**src/rtl/tt_and_gate_example.sv**
```systemverilog
// Masked-AND datapath with a saturating popcount accumulator.
// It has a loadable weight mask and registered status bits on the bidirectional byte.
module tt_and_gate_example (
  input  logic       clk,
  input  logic       rst_n,
  input  logic       ena,
  input  logic [7:0] ui_in,
  input  logic [7:0] uio_in,
  output logic [7:0] uo_out,
  output logic [7:0] uio_out,
  output logic [7:0] uio_oe
);

  localparam logic [7:0]  WEIGHT_RST = 8'hFF;
  localparam logic [9:0]  ACC_MAX    = 10'd1023;

  logic       load_w;
  logic       accum;
  logic       clear;
  logic       out_sel;
  logic       unused_uio_hi;

  logic [7:0] weight_q, weight_d;
  logic [7:0] and_q,    and_d;
  logic [9:0] acc_q,    acc_d;
  logic       valid_q,  valid_d;
  logic       ovf_q,    ovf_d;

  logic [7:0]  masked;
  logic [3:0]  masked_ones;
  logic [10:0] acc_sum;

  assign load_w        = uio_in[0];
  assign accum         = uio_in[1];
  assign clear         = uio_in[2];
  assign out_sel       = uio_in[3];
  assign unused_uio_hi = &{1'b0, uio_in[7:4]};

  function automatic logic [3:0] popcount8(input logic [7:0] v);
    logic [3:0] n;
    n = '0;
    for (int i = 0; i < 8; i++) begin
      n = n + {3'b000, v[i]};
    end
    return n;
  endfunction

  assign masked      = ui_in & weight_q;
  assign masked_ones = popcount8(masked);
  // One spare bit so an overflowing add is visible before it saturates.
  assign acc_sum     = {1'b0, acc_q} + {7'b0, masked_ones};

  always_comb begin
    // NOTE: every next-state signal gets a hold default first, so no path through
    // the branches below can leave one unassigned and infer a latch.
    weight_d = weight_q;
    and_d    = and_q;
    acc_d    = acc_q;
    valid_d  = valid_q;
    ovf_d    = ovf_q;

    if (ena) begin
      and_d = masked;
      if (clear) begin
        acc_d   = '0;
        ovf_d   = 1'b0;
        valid_d = 1'b0;
      end else if (load_w) begin
        weight_d = ui_in;
        valid_d  = 1'b0;
      end else if (accum) begin
        valid_d = 1'b1;
        if (acc_sum > {1'b0, ACC_MAX}) begin
          acc_d = ACC_MAX;
          ovf_d = 1'b1;
        end else begin
          acc_d = acc_sum[9:0];
        end
      end else begin
        valid_d = 1'b0;
      end
    end
  end

  // The harness names this reset rst_n, but it is active-high.
  always_ff @(posedge clk or posedge rst_n) begin
    if (rst_n) begin
      weight_q <= WEIGHT_RST;
      and_q    <= '0;
      acc_q    <= '0;
      valid_q  <= 1'b0;
      ovf_q    <= 1'b0;
    end else begin
      // NOTE: non-blocking assignments here, so every register samples the values
      // from before the edge, whatever the statement order.
      weight_q <= weight_d;
      and_q    <= and_d;
      acc_q    <= acc_d;
      valid_q  <= valid_d;
      ovf_q    <= ovf_d;
    end
  end

  assign uo_out  = out_sel ? acc_q[7:0] : and_q;
  assign uio_out = {ovf_q, valid_q, acc_q[9:8], 4'b0000};
  assign uio_oe  = 8'hF0;

endmodule

```
**config.mk**
```make
export PLATFORM = sky130hd
export DESIGN_NAME = tt_and_gate_example
export DESIGN_NICKNAME = d
export VERILOG_FILES = /design/src/rtl/tt_and_gate_example.sv
export SDC_FILE = /design/constraint.sdc
export NUM_CORES = 1
export LEC_CHECK = 0
export ABC_AREA = 1
export CORE_ASPECT_RATIO = 0.7
export CORE_MARGIN = 2
export CORE_UTILIZATION = 42
export DETAILED_ROUTE_END_ITERATION = 16
export HOLD_SLACK_MARGIN = 0.15
export MAX_ROUTING_LAYER = met4
export PLACE_DENSITY = 0.69
export SLEW_MARGIN = 20
export SYNTH_ARGS = -nofsm -noshare
export SYNTH_HDL_FRONTEND = slang
export SYNTH_SLANG_ARGS = --single-unit
```
**constraint.sdc**
```tcl
create_clock -name clk -period 3.8 [get_ports clk]
set_input_delay 0.57 -clock clk [delete_from_list [all_inputs] [get_ports clk]]
set_output_delay 0.57 -clock clk [all_outputs]
set_load 0.05 [all_outputs]
```
==> results summary, run 1 <==
The run finished with clean final reports. The minimum setup slack among reg-to-reg paths came out at 0.24 ns. The proportion of power drawn by flip-flops and latches came out at 37.8%. The die footprint is 4927 sq um. The distinct cell type count of the synthesized netlist is 26. The final period demand of the worst path came out at 3.623 ns. Measured along the x axis, the die boundary spans 83.04 um.

The required time reported for the critical path endpoint came out at 3.98 ns. VDD sags by at most 0.2371 mV. The global routing usage summed across all routing layers is 16.44%.

The number of instances on the worst hold path is 2. The placed instances occupy a cell area of 2101 sq um. The number of register bits inferred by synthesis is 28.

The final critical-path setup slack came out at 0.1770 ns. The mean instance size in the synthesized netlist came out at 8.200 sq um. The worst hold path endpoint is valid_q. Power spread over the standard cell area amounts to 440.5 nW/um^2.

In this run the critical register-to-register path is captured at acc_q[8]. The total of warnings raised by yosys came out at 0. For this run, design rule violations remaining after detail routing come to 0.

The count of final setup violators came out at 0. Measured in cells, the most critical reg-to-reg path has a length of 16. The number of sinks driven by the clock tree came out at 28. The number of max-cap violations is 0.

The clock network burns 24.7% of the power. The maximum clock insertion buffer count came out at 2. For the pin with the worst max-slew slack, the measured transition is 0.6587 ns. The layout overhead on the synthesized area is 20.16%. In this run the worst path has a maximum fanout of 3. Among all flip-flop cells after synthesis, the most frequent one is sky130_fd_sc_hd__dfrtp_1. The sum of negative setup slack came out at 0 ns. The setup path with the least slack is of type in2reg. For the final database, setup skew stands at 0.004440 ns.

The number of antenna diodes in the final layout is 0. In this run the number of H-tree levels came out at 1. The number of max-slew violations in the final report came to 0. Per report_power, the combinational group accounts for 37.5% of the total. STA classifies the critical path endpoint as a flip-flop. The arrival time at the worst endpoint came out at 3.80 ns. The via count of the first global-routing pass is 1,323. The post-synthesis instance area came out at 1837 sq um. Routability-driven placement finished with a final weighted congestion of 0.8710.

Summed over all nets, the switching power comes to 330.7 uW. After floorplanning, the core was divided into 20 placement rows. Leaving out fill and tap cells, the most frequent cell in the layout is sky130_fd_sc_hd__nand2_1. In the final routed layout, each cell accounts on average for 12.25 um. The number of clock buffers added by TritonCTS is 3.

The wire length reported by the detailed router is 3747 um. The startpoint type of the worst setup path is a primary input. The post-route antenna net violation count is 0. The via density per instance came out at 4.719. The critical hold path startpoint is valid_q. The finished cells cover 2207 sq um. Setup repair after global routing left no endpoint under its margin.

The iteration count of the initial detailed-routing pass came out at 4. Once the floorplan was initialized, standard cells occupied 42.92% of the core. The worst register-to-register path begins at weight_q[0]. The count of boundary I/O pins came out at 43. The total number of vias came out at 1,444. The number of DRC violations after detailed-routing iteration 0 came out at 90.

The leakage power total is 1.119 nW. Prior to clock tree synthesis, the placed netlist has a worst setup slack of -0.4229 ns. The internal power came out at 641.6 uW.

After clock tree synthesis, the clock-pin slew on the worst setup and hold paths is 0.10 ns. The die span in y came out at 59.33 um. The placed cell count came out at 301. The sequential share of the synthesized area is 38.69%. After the flow finishes, the layout carries non-filler instances totaling 306. The cell count after synthesis came out at 224. The library cells used most frequently in the layout, excluding fill and tap cells, are sky130_fd_sc_hd__nand2_1 (65), sky130_fd_sc_hd__clkdlybuf4s50_1 (24), sky130_fd_sc_hd__inv_1 (21). The wire length of the first global-routing pass is 6223 um. The number of filler instances in the final layout is 426.

Timing would allow up to 276.0 MHz. The core area is 4279 sq um. The post-route netlist has 20.32% of its cells at a drive strength greater than 1.

The final worst hold slack came out at 0.4892 ns. The HPWL after detailed placement is 2841 um. The number of enable flip-flop cells after synthesis is 0. The worst slew margin relative to its limit came out at 56.04%. The tree is rooted in a sky130_fd_sc_hd__clkbuf_8. The latest clock arrival within the worst-skew pair is 0.28 ns.

After the last flow step, the layout net total stands at 282. The async set-or-reset flop fraction in the synthesized netlist is 100.0%. The count of port buffers added during placement is 26.

The maximum number of pins on one net before global-route repair is 20. The switching part of the total is 34.01%. The share of the clock period used by the worst path came out at 95.34%.

The worst min-delay path category is reg2reg. The number of endpoints with negative hold slack in the final report is 0. Hold repair after CTS inserted 0 buffers.

TritonCTS built the clock tree. The aggregate global routing overflow came out at 0. The initial antenna violation count is 0.
==> cells by family (layout without fill, tap and decap cells) <==
logic type | after synthesis | in the layout | synth area share (%)
simple gates | 101 | 101 | 23.43
compound gates | 23 | 23 | 6.266
fa+ha+maj | 11 | 11 | 9.537
xor+xnor | 2 | 2 | 0.9539
other cells | 2 | 12 | 0.4089
flops | 28 | 28 | 38.69
mux | 13 | 13 | 7.970
buf+inv | 44 | 61 | 12.74
==> worst max-delay path, stage by stage <==
cell,delay [ns]
sky130_fd_sc_hd__dlygate4sd2_1,0.25
sky130_fd_sc_hd__nand2_2,0.06
sky130_fd_sc_hd__inv_1,0.05
sky130_fd_sc_hd__fa_1,0.49
sky130_fd_sc_hd__inv_1,0.05
sky130_fd_sc_hd__fa_1,0.51
sky130_fd_sc_hd__fa_1,0.45
sky130_fd_sc_hd__fa_2,0.38
sky130_fd_sc_hd__fa_2,0.36
sky130_fd_sc_hd__inv_2,0.07
sky130_fd_sc_hd__nand3_1,0.08
sky130_fd_sc_hd__nand3_2,0.11
sky130_fd_sc_hd__nand2_2,0.08
sky130_fd_sc_hd__nand2_1,0.06
sky130_fd_sc_hd__nand2_1,0.05
sky130_fd_sc_hd__o21ai_1,0.13
sky130_fd_sc_hd__nand2_1,0.06
==> layer usage <==
layer	part of all wire, %	up-vias	global-route usage, %
li1	-	736	-
met1	53	670	23.78
met2	42	34	24.31
met3	4.9	4	3.900
met4	0.51	0	2.108
met5	0	-	-
==> synth_stat cells, types with 4 or more instances <==
library cell / instances / area (sq um)
sky130_fd_sc_hd__a21oi_1: 5 / 25.02
sky130_fd_sc_hd__buf_4: 16 / 120.1
sky130_fd_sc_hd__dfrtp_1: 20 / 500.5
sky130_fd_sc_hd__dfstp_2: 8 / 210.2
sky130_fd_sc_hd__fa_1: 5 / 100.1
sky130_fd_sc_hd__ha_1: 6 / 75.07
sky130_fd_sc_hd__inv_1: 22 / 82.58
sky130_fd_sc_hd__mux2_2: 11 / 123.9
sky130_fd_sc_hd__nand2_1: 69 / 259.0
sky130_fd_sc_hd__nand2_2: 4 / 25.02
sky130_fd_sc_hd__nand3_1: 12 / 60.06
sky130_fd_sc_hd__nor2_1: 9 / 33.78
sky130_fd_sc_hd__o21ai_0: 15 / 75.07
==> repair_timing <==
item	in CTS	in global routing
buffers inserted	0	1
resized for setup	10	2
pin swaps	9	4
cloned	0	0
setup endpoints to repair	11	7
==> power by group through the flow <==
stage               registers [mW]  logic, mW  clock network (mW)
floorplan                    0.365      0.249                   0
global route                 0.372      0.407               0.255
global placement             0.370      0.335                   0
detailed placement           0.372      0.345                   0
finish                       0.368      0.364               0.240
CTS                          0.367      0.359               0.248
==> per-stage QoR <==
stage                     util [%]  power [mW]
final                        51.58      0.9723
after CTS                    51.29      0.9737
after floorplan                  -      0.6131
after global routing         51.58       1.034
after global placement       49.09      0.7049
after detailed placement     49.09      0.7168
==> flip-flops by register name, indices dropped and copies added, names as in the netlist <==
register,count
acc_q,10
and_q,8
weight_q,8
ovf_q,1
valid_q,1
==> worst max-delay path by stage <==
stage,start,to,slack (ns),cells past startpoint
floorplan,ui_in[0],acc_q[8],0.22,16
global placement,ui_in[0],acc_q[8],-0.42,17
detailed placement,ui_in[0],acc_q[8],-0.42,17
CTS,ui_in[0],acc_q[8],0.05,17
global route,ui_in[2],acc_q[8],0.02,17
finish,ui_in[0],acc_q[8],0.18,17
==> layout make-up <==
class	instances	area (sq um)	share of cell area [%]
inverters	25	93.84	4.252
repair buffers	32	302.8	13.72
flip-flops and latches	28	710.7	32.20
well taps	55	68.82	3.118
clock buffers	3	41.29	1.871
multi-input cells	162	959.7	43.48
clock inverters	1	30.03	1.361
(Power assumes the default switching activity.)
==> run 2, diff against run 1 <==
--- a/config.mk
+++ b/config.mk
@@ -6,13 +6,15 @@
 export NUM_CORES = 1
 export LEC_CHECK = 0
 export ABC_AREA = 1
+export CELL_PAD_IN_SITES_DETAIL_PLACEMENT = 1
+export CELL_PAD_IN_SITES_GLOBAL_PLACEMENT = 2
 export CORE_ASPECT_RATIO = 0.7
 export CORE_MARGIN = 2
-export CORE_UTILIZATION = 42
+export CORE_UTILIZATION = 29
 export DETAILED_ROUTE_END_ITERATION = 16
 export HOLD_SLACK_MARGIN = 0.15
 export MAX_ROUTING_LAYER = met4
-export PLACE_DENSITY = 0.69
+export PLACE_DENSITY = 0.8
 export SLEW_MARGIN = 20
 export SYNTH_ARGS = -nofsm -noshare
 export SYNTH_HDL_FRONTEND = slang
==> run 2 against run 1 <==
Sequential power about the same. Combinational power is essentially flat. Clock-buffer cell count did not move. Non-clock buffer count is 1 higher. Via count increased by 0.90%. Utilization shrank 15 points. Total power up 0.25%. First-iteration DRC count down 16%. Clock power is 3% higher. Sequential share of layout area decreased by 0.66 points. Critical endpoint is now acc_q[1]. Highest routed layer unchanged.
==> results summary, run 2 (synthesis gave the netlist of run 1 again) <==
The final worst hold slack is 0.4900 ns. The number of max-cap violations is 0. At the end of routability-driven placement, the weighted congestion stood at 0.7627. The largest registers in the layout are acc_q: 10 flops, and_q: 8 flops, weight_q: 8 flops.

After clock tree synthesis, the clock-pin slew on the worst setup and hold paths is 0.10 ns. The number of filler instances in the final layout is 772. The cell type of the slowest stage on the worst timing path is sky130_fd_sc_hd__fa_1. The analysis attributes to cell leakage a power of 1.126 nW.

The residual DRC count came out at 0. The signal on the critical path passes through dlygate4sd2_1, nand2_1, inv_1, fa_1, inv_1, fa_1, fa_1, fa_2, fa_2, inv_2, buf_4, nand3_2, nand2_4, buf_4, o21ai_0, nand2_1. The critical path endpoint category is a flip-flop. For this block, the initial DRC count from the detailed router was 76. Setup repair after global routing left no endpoint under its margin. The maximum clock skew at final layout came out at 0.01316 ns.

The cell at the root of the clock tree is sky130_fd_sc_hd__clkbuf_8. The total number of vias is 1,457. The count of nets left with antenna violations once routing finished came out at 0. The register ranked first by flip-flop count is acc_q. The cell that appears most often on the critical path is sky130_fd_sc_hd__fa_1. The non-filler instance count after layout is 330. The wire length reported by the detailed router is 4449 um.

The average wire per cell in the routed design is 13.48 um. The initial antenna violation count came out at 0. The share of the clock period used by the worst path is 95.68%.

The multi-input combinational cell area is 967.2 sq um. In this run, placement finished with an instance count of 323. The family with the most delay on the worst path is adder cells. STA classifies the critical path startpoint as a primary input. The post-DP HPWL came out at 3358 um. The worst ir drop on vdd is 0.1548 mV. The die covers 6996 sq um. The H-tree depth reported by CTS is 1.

At the worst endpoint, the arrival time is 3.86 ns. The area taken by flip-flops and latches came out at 710.7 sq um. The number of diodes came out at 0. The count of port buffers added during placement is 26. The latest clock arrival within the worst-skew pair came out at 0.29 ns. The top cell types in the final layout, fill and taps aside, are sky130_fd_sc_hd__nand2_1 (67), sky130_fd_sc_hd__clkdlybuf4s50_1 (24), sky130_fd_sc_hd__inv_1 (20), sky130_fd_sc_hd__dfrtp_1 (20), sky130_fd_sc_hd__o21ai_0 (14).

The die span in y came out at 70.59 um. The maximum clock insertion buffer count is 2. TritonCTS built the clock tree. The number of max-slew violations in the final report is 0. Together, buffers and inverters on the worst path number 6. The number of clock buffers added by TritonCTS is 3. Timing would allow up to 275.0 MHz. The first global-routing pass estimated 7286 um of wire. The run finished with clean final reports. The first TritonRoute pass finished after 4 iterations.

The layout overhead on the synthesized area is 22.68%. Setup violations remaining at the end of the flow were counted as 0. The via density per instance is 4.415. The share of cells above drive strength 1 came out at 20.63%. Leaving out fill and tap cells, the most frequent cell in the layout is sky130_fd_sc_hd__nand2_1. The via count of the first global-routing pass came out at 1,506. In this run the core area contains 24 standard-cell rows. The horizontal die dimension came out at 99.12 um. The worst slew margin relative to its limit is 60.13%.

During I/O placement, the number of pins put on the boundary was 43. The global routing usage summed across all routing layers is 13.77%. The required time reported for the critical path endpoint came out at 4.02 ns. The flip-flop count of the largest register, all copies and words added is 10.

The number of sinks driven by the clock tree is 28. In this design, the stage delay of the slowest critical-path cell is 0.52 ns. In this run the worst path has a maximum fanout of 7. The transition time at the pin with the least slew margin came out at 0.5972 ns. The setup path with the least slack is of type in2reg.

The maximum number of pins on one net before global-route repair is 28. The number of endpoints with negative hold slack in the final report came out at 0. Subtracting the final worst setup slack from the clock period gives 3.636 ns. The power per unit of standard cell area is 432.5 nW/um^2.

The core area came out at 6186 sq um. In this run the worst hold path is classified as reg2reg. The aggregate global routing overflow came out at 0. The final layout net count came out at 283. The starting density of the core is 29.69%.
[run 2: final cells by class]
| class | instances | share of cell area (%) |
|---|---|---|
| multi-input cells | 162 | 42.92 |
| flip-flops and latches | 28 | 31.54 |
| repair buffers | 33 | 13.77 |
| well taps | 78 | 4.331 |
| inverters | 25 | 4.275 |
| clock buffers | 3 | 1.832 |
| clock inverters | 1 | 1.333 |
[run 2: worst paths after layout]
check                       startpoint          end  slack [ns]  cells past startpoint
setup / recovery              ui_in[0]     acc_q[1]        0.16                     16
hold / removal                and_q[1]     and_q[1]        0.49                      2
setup reg to reg           weight_q[0]     acc_q[1]        0.24                     15
hold reg to reg               and_q[1]     and_q[1]        0.49                      2
max in group asynchronous        rst_n  weight_q[7]        2.58                      3
min in group asynchronous        rst_n     and_q[0]        0.66                      2
[run 2: layer usage]
metal	global-route usage [%]	wire, um
met1	19.71	2282
met2	20.72	1987
met3	2.372	132
met4	2.740	47
met5	-	0
[run 2: what timing repair did]
| action | CTS | global route |
|---|---|---|
| hold buffers | 0 | 0 |
| setup endpoints to repair | 11 | 11 |
| pin swaps | 8 | 6 |
| buffers inserted | 4 | 0 |
| resized for setup | 14 | 0 |
[run 2: per-stage QoR]
step	cell area [sq um]	utilization, %	setup TNS (ns)	total power, mW	worst slack (ns)
5_1_grt	2253	36.43	0	1.049	0.004445
3_3_place_gp	2122	34.30	-4.577	0.7158	-0.4753
6_report	2253	36.43	0	0.9747	0.1643
4_1_cts	2261	36.55	0	0.9980	0.02445
2_1_floorplan	1874	-	0	0.6131	0.2170
3_5_place_dp	2122	34.30	-4.436	0.7240	-0.4878
[run 2: where the power goes]
group / internal, mW / switching, mW
clock network: 0.141 / 0.105
registers: 0.344 / 0.0221
logic: 0.150 / 0.212
[run 2: worst min-delay path, cell delays in order (launching register included)]
cell and delay [ns]:
sky130_fd_sc_hd__dfrtp_1 0.35, sky130_fd_sc_hd__nand2_1 0.05, sky130_fd_sc_hd__o21ai_0 0.06
==> run 3, diff against run 2 <==
--- a/config.mk
+++ b/config.mk
@@ -8,7 +8,7 @@
 export ABC_AREA = 1
 export CELL_PAD_IN_SITES_DETAIL_PLACEMENT = 1
 export CELL_PAD_IN_SITES_GLOBAL_PLACEMENT = 2
-export CORE_ASPECT_RATIO = 0.7
+export CORE_ASPECT_RATIO = 1.5
 export CORE_MARGIN = 2
 export CORE_UTILIZATION = 29
 export DETAILED_ROUTE_END_ITERATION = 16
==> run 3 against run 2 <==
Setup slack gained 0.026 ns. Clock power shrank 22%. Die area is essentially flat. Maximum frequency up 0.73%. Wire length is 1.9% lower. Clock-buffer cell count grew 1. First-iteration DRC count is 54% lower. Utilization shrank 0.31 points. Final area is 1.7% lower. Sequential power is essentially flat. Highest routed layer unchanged.
==> results summary, run 3 (synthesis gave the netlist of run 1 again) <==
The post-route cell area came out at 2215 sq um. The clock tree from TritonCTS is built. The count of boundary I/O pins came out at 43. The critical path endpoint category is a flip-flop. In this run the top signal layer used is met4.

The maximum clock insertion buffer count came out at 2. The minimum setup slack among reg-to-reg paths is 0.27 ns. The maximum clock skew at final layout is 0.005767 ns. After detailed placement, the total cell area comes to 2132 sq um. The row count is 35.

The routed layout has 1,479 vias. The final standard cell utilization of the core came out at 36.12%. The flow ran to the end, and the final reports show no timing, DRC or antenna violations. The share of the clock period used by the worst path came out at 94.98%.

The H-tree depth reported by CTS came out at 1. The number of max-cap violations is 0. Routability-driven placement finished with a final weighted congestion of 0.8045. Measured in cells, the most critical reg-to-reg path has a length of 16.

The worst min-delay path category is reg2reg. Buffers placed on the I/O ports in this run total 26. The wire length of the first global-routing pass is 7458 um. The wire-length estimate of the detail-placed layout is 3506 um.

Setup repair after global routing left no endpoint under its margin. The startpoint identified for the worst register-to-register timing path is weight_q[2]. Headroom to the max-slew limit came out at 60.36%. The die span in y came out at 101.5 um. For this configuration, the core starts out at a cell density of 29.96%. The largest registers in the layout are acc_q: 10 flops, and_q: 8 flops, weight_q: 8 flops. The die covers 6999 sq um. The core area came out at 6131 sq um. The global routing usage summed across all routing layers came out at 15.10%.

For the worst setup path, the data required time is 3.98 ns. The number of instances on the worst hold path came out at 2. Summing all flip-flop and latch instances after layout gives 710.7 sq um.

Leaving out fill and tap cells, the most frequent cell in the layout is sky130_fd_sc_hd__nand2_1. For this run, design rule violations remaining after detail routing come to 0. The cell sitting at the root of the clock tree is a sky130_fd_sc_hd__clkbuf_8. The latest clock arrival within the worst-skew pair came out at 0.28 ns. The number of DRC violations after detailed-routing iteration 0 is 35. The critical hold path startpoint is and_q[3]. The worst setup timing slack at the placement stage is -0.4756 ns. The count of final setup violators came out at 0. The worst setup path is of the in2reg kind. Clock tree synthesis inserted a total of 3 buffers. The met2 layer wire length in the routed design came out at 2457 um. Leaving out fill and tap cells, the most frequent cells in the layout are sky130_fd_sc_hd__nand2_1 (66), sky130_fd_sc_hd__clkdlybuf4s50_1 (24), sky130_fd_sc_hd__dfrtp_1 (20). In this run the critical register-to-register path is captured at acc_q[8]. The aggregate global routing overflow is 0. The biggest fanout along the worst timing path came out at 3. Data on the critical path arrives at its endpoint at 3.79 ns. Clock-pin slew was measured on the worst setup and hold paths at 0.10 ns. The multi-input combinational cell area came out at 957.2 sq um.

The met3 wire length came out at 99 um. The post-route netlist has 20.72% of its cells at a drive strength greater than 1. Summed over all layers, the routed wires come to 4365 um.

The worst hold path terminates at and_q[3]. In the routed layout, each cell is associated on average with a via count of 4.551. The final period demand of the worst path came out at 3.609 ns. The average wire per cell in the routed design is 13.43 um.

VDD sags by at most 0.1811 mV. The number of diodes came out at 0. The number of max-slew violations in the final report came out at 0. The horizontal die dimension came out at 68.98 um. The leakage power total is 1.112 nW.

The number of endpoints with negative hold slack in the final report came out at 0. Counting flops per register, the top entry is acc_q. The met1 routed wirelength after detailed routing came out at 1699 um. The final layout net count is 282.

The number of sinks driven by the clock tree is 28. The iteration count of the initial detailed-routing pass is 4. Entering global routing, the biggest net connects 28 pins. Hold is met by 0.4895 ns.

The via count of the first global-routing pass was 1,552. Dividing total power by cell area gives a power density of 416.1 nW/um^2. The startpoint type of the worst setup path is a primary input. The number of filler instances in the final layout is 764. The placed cell count is 321. The finished layout holds 325 standard cells, fillers aside.

The initial antenna violation count was 0. Setup slack closes at 0.1906 ns. The transition time at the pin with the least slew margin is 0.5937 ns. In this run the remaining antenna-violating nets after routing total 0. The maximum clock frequency came out at 277.1 MHz.

The flip-flop count of the largest register, all copies and words added came out at 10. Compared with the post-synthesis result, the final layout area differs by 20.57%.
[run 3: cell types whose count changed in the layout (fill, tap and decap cells not counted)]
cell,before,now
sky130_fd_sc_hd__buf_4,7,6
sky130_fd_sc_hd__bufinv_16,1,0
sky130_fd_sc_hd__inv_2,4,5
sky130_fd_sc_hd__nand2_2,5,6
sky130_fd_sc_hd__nand3_4,1,0
sky130_fd_sc_hd__nand2_1,67,66
sky130_fd_sc_hd__inv_1,20,19
sky130_fd_sc_hd__nand3_1,9,10
sky130_fd_sc_hd__clkbuf_8,3,4
[run 3: worst max-delay path: stages]
cell and delay [ns]:
sky130_fd_sc_hd__dlygate4sd2_1 0.25, sky130_fd_sc_hd__nand2_2 0.07, sky130_fd_sc_hd__inv_1 0.06, sky130_fd_sc_hd__fa_1 0.52, sky130_fd_sc_hd__inv_2 0.04, sky130_fd_sc_hd__fa_1 0.51
sky130_fd_sc_hd__fa_1 0.44, sky130_fd_sc_hd__fa_2 0.37, sky130_fd_sc_hd__fa_2 0.36, sky130_fd_sc_hd__inv_2 0.06, sky130_fd_sc_hd__nand3_1 0.07, sky130_fd_sc_hd__nand3_2 0.11
sky130_fd_sc_hd__nand2_2 0.07, sky130_fd_sc_hd__nand2_1 0.06, sky130_fd_sc_hd__nand2_1 0.05, sky130_fd_sc_hd__o21ai_1 0.11, sky130_fd_sc_hd__nand2_1 0.06
[run 3: worst max path at each step]
| stage | start | slack [ns] | cells after the start | to |
|---|---|---|---|---|
| CTS | ui_in[2] | 0.005 | 17 | acc_q[5] |
| global route | ui_in[2] | 0.02 | 17 | acc_q[8] |
| floorplan | ui_in[0] | 0.22 | 16 | acc_q[8] |
| global placement | ui_in[0] | -0.41 | 17 | acc_q[6] |
| finish | ui_in[2] | 0.19 | 17 | acc_q[8] |
| detailed placement | ui_in[2] | -0.48 | 17 | acc_q[5] |
[run 3: power breakdown]
part           internal [mW]  total, mW  switching (mW)
clock network         0.0931      0.193          0.0998
registers              0.345      0.366          0.0216
logic                  0.150      0.362           0.212
total                  0.588      0.921           0.334
[run 3: cell type report]
class                           count  share of cell area (%)
Multi-Input combinational cell    162                   43.22
Tap cell                           74                   4.181
Inverter                           25                   4.350
Clock buffer                        4                   2.486
Sequential cell                    28                   32.09
Timing Repair Buffer               32                   13.67
[run 3: timing repair]
| action | 4_1_cts | 5_1_grt |
|---|---|---|
| resized for setup | 13 | 1 |
| pin swaps | 8 | 4 |
| setup endpoints to repair | 11 | 11 |
| cloned | 0 | 0 |
| setup buffers | 0 | 0 |
| hold buffers | 0 | 0 |
[run 3: per-layer routing]
layer	vias up	track usage [%]
li1	734	-
met1	711	16.46
met2	27	27.00
met3	7	1.667
met4	0	6.184
met5	-	-
[run 3: per-stage QoR]
stage	TNS [ns]	total power, mW
finish	0	0.9214
CTS	0	0.9446
global placement	-3.818	0.7167
global route	0	0.9906
floorplan	0	0.6131
detailed placement	-4.703	0.7314
